## config.mk

```make
export PLATFORM = sky130hd
export DESIGN_NAME = demux4_buffered
export DESIGN_NICKNAME = d
export VERILOG_FILES = /design/src/rtl/demux4_pkg.sv /design/src/rtl/demux4_buffered_sync_fifo.sv /design/src/rtl/demux4_buffered.sv
export SDC_FILE = /design/constraint.sdc
export NUM_CORES = 1
export LEC_CHECK = 0
export BUFFER_PORTS_ARGS = -buffer_cell sky130_fd_sc_hd__buf_2
export CAP_MARGIN = 40
export CORE_ASPECT_RATIO = 0.75
export CORE_UTILIZATION = 50
export CTS_CLUSTER_SIZE = 30
export DETAILED_ROUTE_END_ITERATION = 16
export MAX_ROUTING_LAYER = met4
export PLACE_DENSITY = 0.73
export RECOVER_POWER = 100
export SYNTH_ARGS = -nofsm -noshare
export SYNTH_HDL_FRONTEND = slang
export SYNTH_SLANG_ARGS = --single-unit
export TNS_END_PERCENT = 50
```

## constraint.sdc

```tcl
create_clock -name clk -period 2.6 [get_ports clk]
set_input_delay 0 -clock clk [delete_from_list [all_inputs] [get_ports clk]]
set_output_delay 0 -clock clk [all_outputs]
set_load 0.01 [all_outputs]
```

## src/rtl/demux4_pkg.sv

```systemverilog
// Shared constants and types for the buffered 1-to-4 demultiplexer.
package demux4_pkg;

    localparam int unsigned NUM_CH = 4;
    localparam int unsigned SEL_W  = 2;

    // Destination channel select carried alongside each input word
    typedef logic [SEL_W-1:0] ch_sel_t;

endpackage : demux4_pkg

```

## src/rtl/demux4_buffered_sync_fifo.sv

```systemverilog
// Single-clock FIFO holding one output channel's words; head is zero when empty.
module sync_fifo #(
    parameter int unsigned WIDTH = 6,
    parameter int unsigned DEPTH = 2
) (
    input  logic                       clk,
    input  logic                       rst_n,
    input  logic                       push,
    input  logic                       pop,
    input  logic [WIDTH-1:0]           din,
    output logic                       full,
    output logic                       empty,
    output logic [$clog2(DEPTH+1)-1:0] count,
    output logic [WIDTH-1:0]           head
);

    localparam int unsigned PTR_W = $clog2(DEPTH);
    localparam int unsigned CNT_W = $clog2(DEPTH+1);

    logic [WIDTH-1:0] mem [DEPTH];
    logic [PTR_W-1:0] wr_ptr;
    logic [PTR_W-1:0] rd_ptr;
    logic             do_push;
    logic             do_pop;

    // A full buffer refuses pushes even when it is also popping this cycle
    assign do_push = push & ~full;
    assign do_pop  = pop & ~empty;

    assign full  = (count == CNT_W'(DEPTH));
    assign empty = (count == '0);
    assign head  = empty ? '0 : mem[rd_ptr];

    // Storage array; contents are don't-care while the matching count is zero
    always_ff @(posedge clk) begin
        if (rst_n && do_push) begin
            mem[wr_ptr] <= din;
        end
    end

    // Pointers wrap naturally at DEPTH since DEPTH is a power of two
    always_ff @(posedge clk) begin
        if (!rst_n) begin
            wr_ptr <= '0;
            rd_ptr <= '0;
            count  <= '0;
        end else begin
            if (do_push) begin
                wr_ptr <= wr_ptr + PTR_W'(1);
            end
            if (do_pop) begin
                rd_ptr <= rd_ptr + PTR_W'(1);
            end
            case ({do_push, do_pop})
                2'b10:   count <= count + CNT_W'(1);
                2'b01:   count <= count - CNT_W'(1);
                default: count <= count;
            endcase
        end
    end

endmodule : sync_fifo

```

## src/rtl/demux4_buffered.sv

```systemverilog
// Routes each input word to one of four buffered output channels chosen by S.
module demux4_buffered
    import demux4_pkg::*;
#(
    parameter int unsigned WIDTH = 6,
    parameter int unsigned DEPTH = 2
) (
    input  logic                       clk,
    input  logic                       rst_n,
    input  logic [WIDTH-1:0]           d,
    input  ch_sel_t                    S,
    input  logic                       in_valid,
    output logic                       in_ready,
    output logic [WIDTH-1:0]           y0,
    output logic [WIDTH-1:0]           y1,
    output logic [WIDTH-1:0]           y2,
    output logic [WIDTH-1:0]           y3,
    output logic                       valid0,
    output logic                       valid1,
    output logic                       valid2,
    output logic                       valid3,
    input  logic                       ready0,
    input  logic                       ready1,
    input  logic                       ready2,
    input  logic                       ready3,
    output logic [$clog2(DEPTH+1)-1:0] count0,
    output logic [$clog2(DEPTH+1)-1:0] count1,
    output logic [$clog2(DEPTH+1)-1:0] count2,
    output logic [$clog2(DEPTH+1)-1:0] count3
);

    localparam int unsigned CNT_W = $clog2(DEPTH+1);

    logic [NUM_CH-1:0] full;
    logic [NUM_CH-1:0] empty;
    logic [NUM_CH-1:0] push;
    logic [NUM_CH-1:0] pop;
    logic [WIDTH-1:0]  head [NUM_CH];
    logic [CNT_W-1:0]  cnt  [NUM_CH];

    // Acceptance depends only on the selected buffer having room, never on in_valid
    assign in_ready = rst_n & ~full[S];

    assign pop = {ready3, ready2, ready1, ready0};

    // One buffer per channel; push goes only to the channel named by S
    for (genvar k = 0; k < NUM_CH; k++) begin : g_ch
        assign push[k] = in_valid & in_ready & (S == ch_sel_t'(k));

        sync_fifo #(
            .WIDTH (WIDTH),
            .DEPTH (DEPTH)
        ) u_fifo (
            .clk   (clk),
            .rst_n (rst_n),
            .push  (push[k]),
            .pop   (pop[k]),
            .din   (d),
            .full  (full[k]),
            .empty (empty[k]),
            .count (cnt[k]),
            .head  (head[k])
        );
    end

    assign y0 = head[0];
    assign y1 = head[1];
    assign y2 = head[2];
    assign y3 = head[3];

    assign valid0 = ~empty[0];
    assign valid1 = ~empty[1];
    assign valid2 = ~empty[2];
    assign valid3 = ~empty[3];

    assign count0 = cnt[0];
    assign count1 = cnt[1];
    assign count2 = cnt[2];
    assign count3 = cnt[3];

endmodule : demux4_buffered

```

After elaboration in Yosys (flattened, before gate mapping)
Memory sizes are Yosys's and may differ from the RTL's. A register that Yosys moved wholly into a read port is not among the register bits.
Cells that the tools add are included.
{"block": "op_classes", "muxes": 26, "bitwise_logic": 23, "n_reduce_logical": 13, "add_sub_neg": 16, "n_eq_ne": 15, "magnitude_cmp": 1}
{"cell": "2-to-1 mux 6 bit", "count": 4}
{"cell": "equality test 2 bit, second input constant", "count": 10}
{"cell": "2-to-1 mux 1 bit", "count": 17}
{"cell": "one-hot mux 2 bit (2 select lines)", "count": 4}
{"cell": "bitwise AND 1 bit", "count": 14}
{"cell": "equality test 2 x 1 -> 1 bit, second input constant", "count": 5}
{"cell": "zero test 2 bit", "count": 5}
{"cell": "inverter 1 bit", "count": 9}
{"cell": "adder 1 bit, second input constant", "count": 8}
{"cell": "adder 2 x 1 -> 2 bit, second input constant", "count": 4}
{"cell": "nonzero test 2 bit", "count": 4}
{"cell": "subtractor 2 x 1 -> 2 bit, second input constant", "count": 4}
{"cell": "logical AND 1 bit", "count": 4}
{"cell": "< comparator 2 x 3 -> 1 bit, second input constant", "count": 1}
{"cell": "binary-select mux 1 bit (select 2 bit)", "count": 1}
{"block": "word_totals", "mem_bits_rw": 48, "in_bits": 15, "mem_count": 4, "regBits": 16, "output_inout_bits": 37, "word_cells": 110}
{"name": "g_ch[0].u_fifo.mem", "depth": 2, "width": 6, "read_ports": 1, "rd_ports_with_merged_regs": 1, "wr": 1, "line": "demux4_buffered_sync_fifo.sv:20", "rtl": "logic [WIDTH-1:0] mem [DEPTH];"}
{"name": "g_ch[1].u_fifo.mem", "depth": 2, "width": 6, "read_ports": 1, "rd_ports_with_merged_regs": 1, "wr": 1, "line": "demux4_buffered_sync_fifo.sv:20"}
{"name": "g_ch[2].u_fifo.mem", "depth": 2, "width": 6, "read_ports": 1, "rd_ports_with_merged_regs": 1, "wr": 1, "line": "demux4_buffered_sync_fifo.sv:20"}
{"name": "g_ch[3].u_fifo.mem", "depth": 2, "width": 6, "read_ports": 1, "rd_ports_with_merged_regs": 1, "wr": 1, "line": "demux4_buffered_sync_fifo.sv:20"}

Depth between registers and ports, before layout
{"block": "depth", "depth_word": 11, "depth_mapped": 7, "ltp_nobuf": 7}

Hierarchy
A second synthesis with hierarchy kept.
{"block": "hier_totals", "cells_unflattened": 220, "hier_area_um2": 2842.7}
{"mod": "sync_fifo", "seq_area_each_um2": 460.4, "area_per_inst_um2": 690.7, "n_inst": 4, "cells_each": 52}
{"mod": "demux4_buffered", "seq_area_each_um2": 0.0, "area_per_inst_um2": 80.1, "n_inst": 1, "cells_each": 12}

Worst setup path before layout
OpenSTA, ideal clock, no wires.
{"block": "synth_timing", "path_kind": "flip-flop to flip-flop", "startpoint": "register g_ch[3].u_fifo.count[0]", "endpoint": "register g_ch[3].u_fifo.count[1]", "stages_incl_launch_ff": 7, "setup_ps": 76, "path_buffers": 0, "slack_ps": 452, "arrival_time_ps": 2073, "synth_period_minus_slack_ps": 2148, "cell_sequence": "dfxtp_1 -> and4b_4 -> nor4b_4 -> o2111ai_1 -> ha_1 -> or3_1 -> a21boi_0"}
{"block": "synth_between", "elab_chain_len": 10, "word_cells_on_any_way": 18}
{"element": "start, declared", "line": "demux4_buffered_sync_fifo.sv:13", "rtl": "output logic [$clog2(DEPTH+1)-1:0] count,"}
{"element": "start signal, assigned", "line": "demux4_buffered_sync_fifo.sv:55", "rtl": "2'b10: count <= count + CNT_W'(1);"}
{"element": "start signal, assigned", "line": "demux4_buffered_sync_fifo.sv:56", "rtl": "2'b01: count <= count - CNT_W'(1);"}
{"element": "start signal, assigned", "line": "demux4_buffered_sync_fifo.sv:57", "rtl": "default: count <= count;"}
{"element": "equality test 2 bit", "line": "demux4_buffered_sync_fifo.sv:30", "rtl": "assign full = (count == CNT_W'(DEPTH));"}
{"element": "binary-select mux 1 bit (select 2 bit)", "line": "demux4_buffered.sv:42", "rtl": "assign in_ready = rst_n & ~full[S];"}
{"element": "2-to-1 mux 1 bit (implied by the code)", "line": "demux4_buffered.sv:42"}
{"element": "inverter 1 bit", "line": "demux4_buffered.sv:42"}
{"element": "bitwise AND 1 bit", "line": "demux4_buffered.sv:42"}
{"element": "bitwise AND 1 bit (2 in a row)", "line": "demux4_buffered.sv:48", "rtl": "assign push[k] = in_valid & in_ready & (S == ch_sel_t'(k));"}
{"element": "bitwise AND 1 bit", "line": "demux4_buffered_sync_fifo.sv:27", "rtl": "assign do_push = push & ~full;"}
{"element": "equality test 2 x 1 -> 1 bit or equality test 2 bit (tied branches)", "line": "demux4_buffered_sync_fifo.sv:54", "rtl": "case ({do_push, do_pop})"}
{"element": "one-hot mux 2 bit (2 select lines) or nonzero test 2 bit (tied branches)"}
Parallel ways exist; a longest one is shown, timed or not. The select of a mux whose other input is x is not followed.
A chain may end at the register's enable or synchronous reset.

Worst setup path in the final report
Same ends and word-level chain as after synthesis.

==> results.json <==
{
  "nets": 300,
  "diodes": 0,
  "wl_per_cell_microns": 14.02,
  "yosysMostFrequentCell": "edfxtp_1",
  "ys_seq_area_share_pct": 65.92,
  "rsz0062_at_grt": "no",
  "async_flop_share_pct": 0,
  "vias_per_cell": 4.823,
  "crit_required_ns": 2.88,
  "dr.pass1.iters": 4,
  "path_cells": "and4b_4, nor4b_4, o2111ai_1, ha_1, or3_1, a21boi_0",
  "power.total_mw": 2.300,
  "max_slew_margin_pct": 56.21,
  "syn_nets": 230,
  "synth_largest_area_cell": "edfxtp_1",
  "clk_path_buf_depth": 2,
  "critPathCaptureType": "flop",
  "skew_ns": 0.007145,
  "ir_worst_vdd_mv": 0.4211,
  "htree_levels": 3,
  "antenna_found_initial": 0,
  "cts_tree": "done",
  "drive_above_1_share_pct": 10.14,
  "drtIter0Drc": 63,
  "synth_cell_types": 23,
  "hpwl_microns": 3354,
  "synthCells": 211,
  "finalCritPeriodShare_pct": 88.12,
  "syn_area_per_cell_sq_um": 13.24,
  "hp-class": "primary input to flop",
  "yosys-top-cells-count": "edfxtp_1 (48), nor2_1 (36), mux2i_1 (28)",
  "final_cells": 361,
  "fin_ws_ns": 0.3088,
  "hold_violations": 0,
  "pre_cts_ws_ns": 0.3325,
  "dieArea_sq_um": 5894,
  "rrSetupSlack_ns": 0.31,
  "clock_latency_ns": 0.35,
  "cp.arrival_ns": 2.57,
  "postCtsSetupBuffers": 0,
  "status": "complete, no violations",
  "antenna_left": 0,
  "p_leak_nw": 1.174,
  "cp_top_family": "simple AND/OR/NAND/NOR gates",
  "ys.flop_type": "edfxtp_1",
  "worstPathMaxFanout": 6,
  "final_max_slew_viol_count": 0,
  "critPathKind": "flop to flop",
  "first_global_vias": 1674,
  "cp_slowest_cell": "dfxtp_1",
  "synthTopCellsByArea": "edfxtp_1 (52%), dfxtp_1 (14%), mux2i_1 (10%)",
  "path_clk_slew_ns": 0.07,
  "ys.warnings.count": 0,
  "die_width_microns": 88.32,
  "io_pins": 52,
  "vias": 1741,
  "grt_max_degree": 23,
  "synth_area_sq_um": 2794,
  "place.gp.congestion": 0.7672,
  "holdWs_ns": 0.06683,
  "synthToLayoutAreaGrowth_pct": 19.21,
  "startpoint_type": "flop",
  "fin_area_sq_um": 3331,
  "yosysTopAreaCellShare_pct": 51.59,
  "placedCellCount": 339,
  "grt.overflow.total": 0,
  "fin_tns_setup_ns": 0,
  "start_util_pct": 52.20,
  "drc": 0,
  "critPathMaxStageDelay_ns": 0.44,
  "root_buffer": "clkbuf_8",
  "clock-sinks": 68,
  "routed_wirelength_microns": 5060,
  "ys_ff_latch": 68,
  "die_h_microns": 66.74,
  "tightest_slew_ns": 0.6478,
  "fin_util_pct": 62.23,
  "core_sq_um": 5353,
  "cts_buffers": 9,
  "post_dp_cell_area_sq_um": 3181,
  "port_buffers": 51,
  "fmax_mhz": 436.5,
  "power.density_nw_per_um2": 690.7,
  "synth_enable_flop_cells": 48,
  "grt_pass1_wl_microns": 7852,
  "setup_violations": 0,
  "track_usage_pct": 19.87,
  "drv_cap": 0,
  "crit_buf_inv": 0,
  "period_needed_ns": 2.291,
  "rows": 23
}
## registers in the layout (all words and copies together) (netlist names), named ones only
name	flops
g_ch.u_fifo.rd_ptr	4
g_ch.u_fifo.count	8
g_ch.u_fifo.mem	48
g_ch.u_fifo.wr_ptr	4
## path summary, 6_finish.rpt
kind,startpoint,endpoint,depth (start not counted)
setup / recovery,g_ch[3].u_fifo.count[0]$_SDFFE_PN0P_,g_ch[3].u_fifo.count[1]$_SDFFE_PN0P_,6
hold / removal,rst_n,g_ch[1].u_fifo.count[1]$_SDFFE_PN0P_,2
setup reg to reg,g_ch[3].u_fifo.count[0]$_SDFFE_PN0P_,g_ch[3].u_fifo.count[1]$_SDFFE_PN0P_,6
hold reg to reg,g_ch[1].u_fifo.wr_ptr$_SDFFE_PN0P_,g_ch[1].u_fifo.wr_ptr$_SDFFE_PN0P_,1
## worst register-to-register path, stage by stage, from the launching register on
cell       delay [ns]
dfxtp_1          0.44
and4b_4          0.25
nor4b_4          0.35
o2111ai_1        0.28
ha_1             0.40
or3_1            0.35
a21boi_0         0.15
## what timing repair did
action	CTS	global route
hold buffers	6	0
gates resized for setup	0	0
endpoints found under the hold margin	48	0
## area by class of cell
type	count	area (sq um)
timing repair buffer	65	296.5
inverter	9	33.78
clock inverter	6	41.29
fill	480	2022
multi-input combinational	128	895.9
clock buffer	10	127.6
tap	75	93.84
sequential	68	1842
## kinds of logic after synthesis
group | Yosys count | synth area share [%]
AO/OA/AOI/OAI | 10 | 2.284
XOR/XNOR | 12 | 3.762
adder cells (fa/ha/maj) | 4 | 1.791
buffers and inverters | 15 | 2.015
flip-flops | 68 | 65.92
multiplexers | 28 | 10.03
AND/OR/NAND/NOR | 74 | 14.20
## power breakdown
group / total (mW) / switching (mW) / internal (mW) / leakage, nW
clock network: 0.739 / 0.394 / 0.345 / 0.0900
registers: 1.25 / 0.0491 / 1.20 / 0.596
logic: 0.313 / 0.175 / 0.138 / 0.487
total: 2.30 / 0.618 / 1.68 / 1.17
## per-layer routing
metal  share of wire (%)  vias to the layer above  track usage, %
met5                   0                        -               -
met3                 3.6                       10           7.063
met4                 1.7                        0           9.677
met1                  47                      814           23.06
met2                  47                       37           30.87
li1                    -                      880               -
## cell usage in the layout, fill, tap and decap left out
cell type,Yosys,routed
a21boi_0,4,4
and2_0,0,9
and2_1,12,3
and4b_4,1,1
buf_2,0,12
clkbuf_1,6,48
clkbuf_8,0,9
clkinv_2,0,3
clkinv_4,0,3
dfxtp_1,20,20
dlygate4sd3_1,0,6
edfxtp_1,48,48
ha_1,4,4
inv_1,9,9
mux2i_1,28,28
nand2_1,6,6
nand2b_1,3,3
nand4b_1,2,2
nand4bb_1,1,1
nor2_1,36,36
nor2b_1,5,5
nor3_1,1,1
nor4b_1,2,2
nor4b_4,1,1
o2111ai_1,1,1
o21ai_0,5,5
or3_1,4,4
xnor2_1,8,8
xor2_1,4,4
No activity file was read; power rests on OpenSTA's default activity.
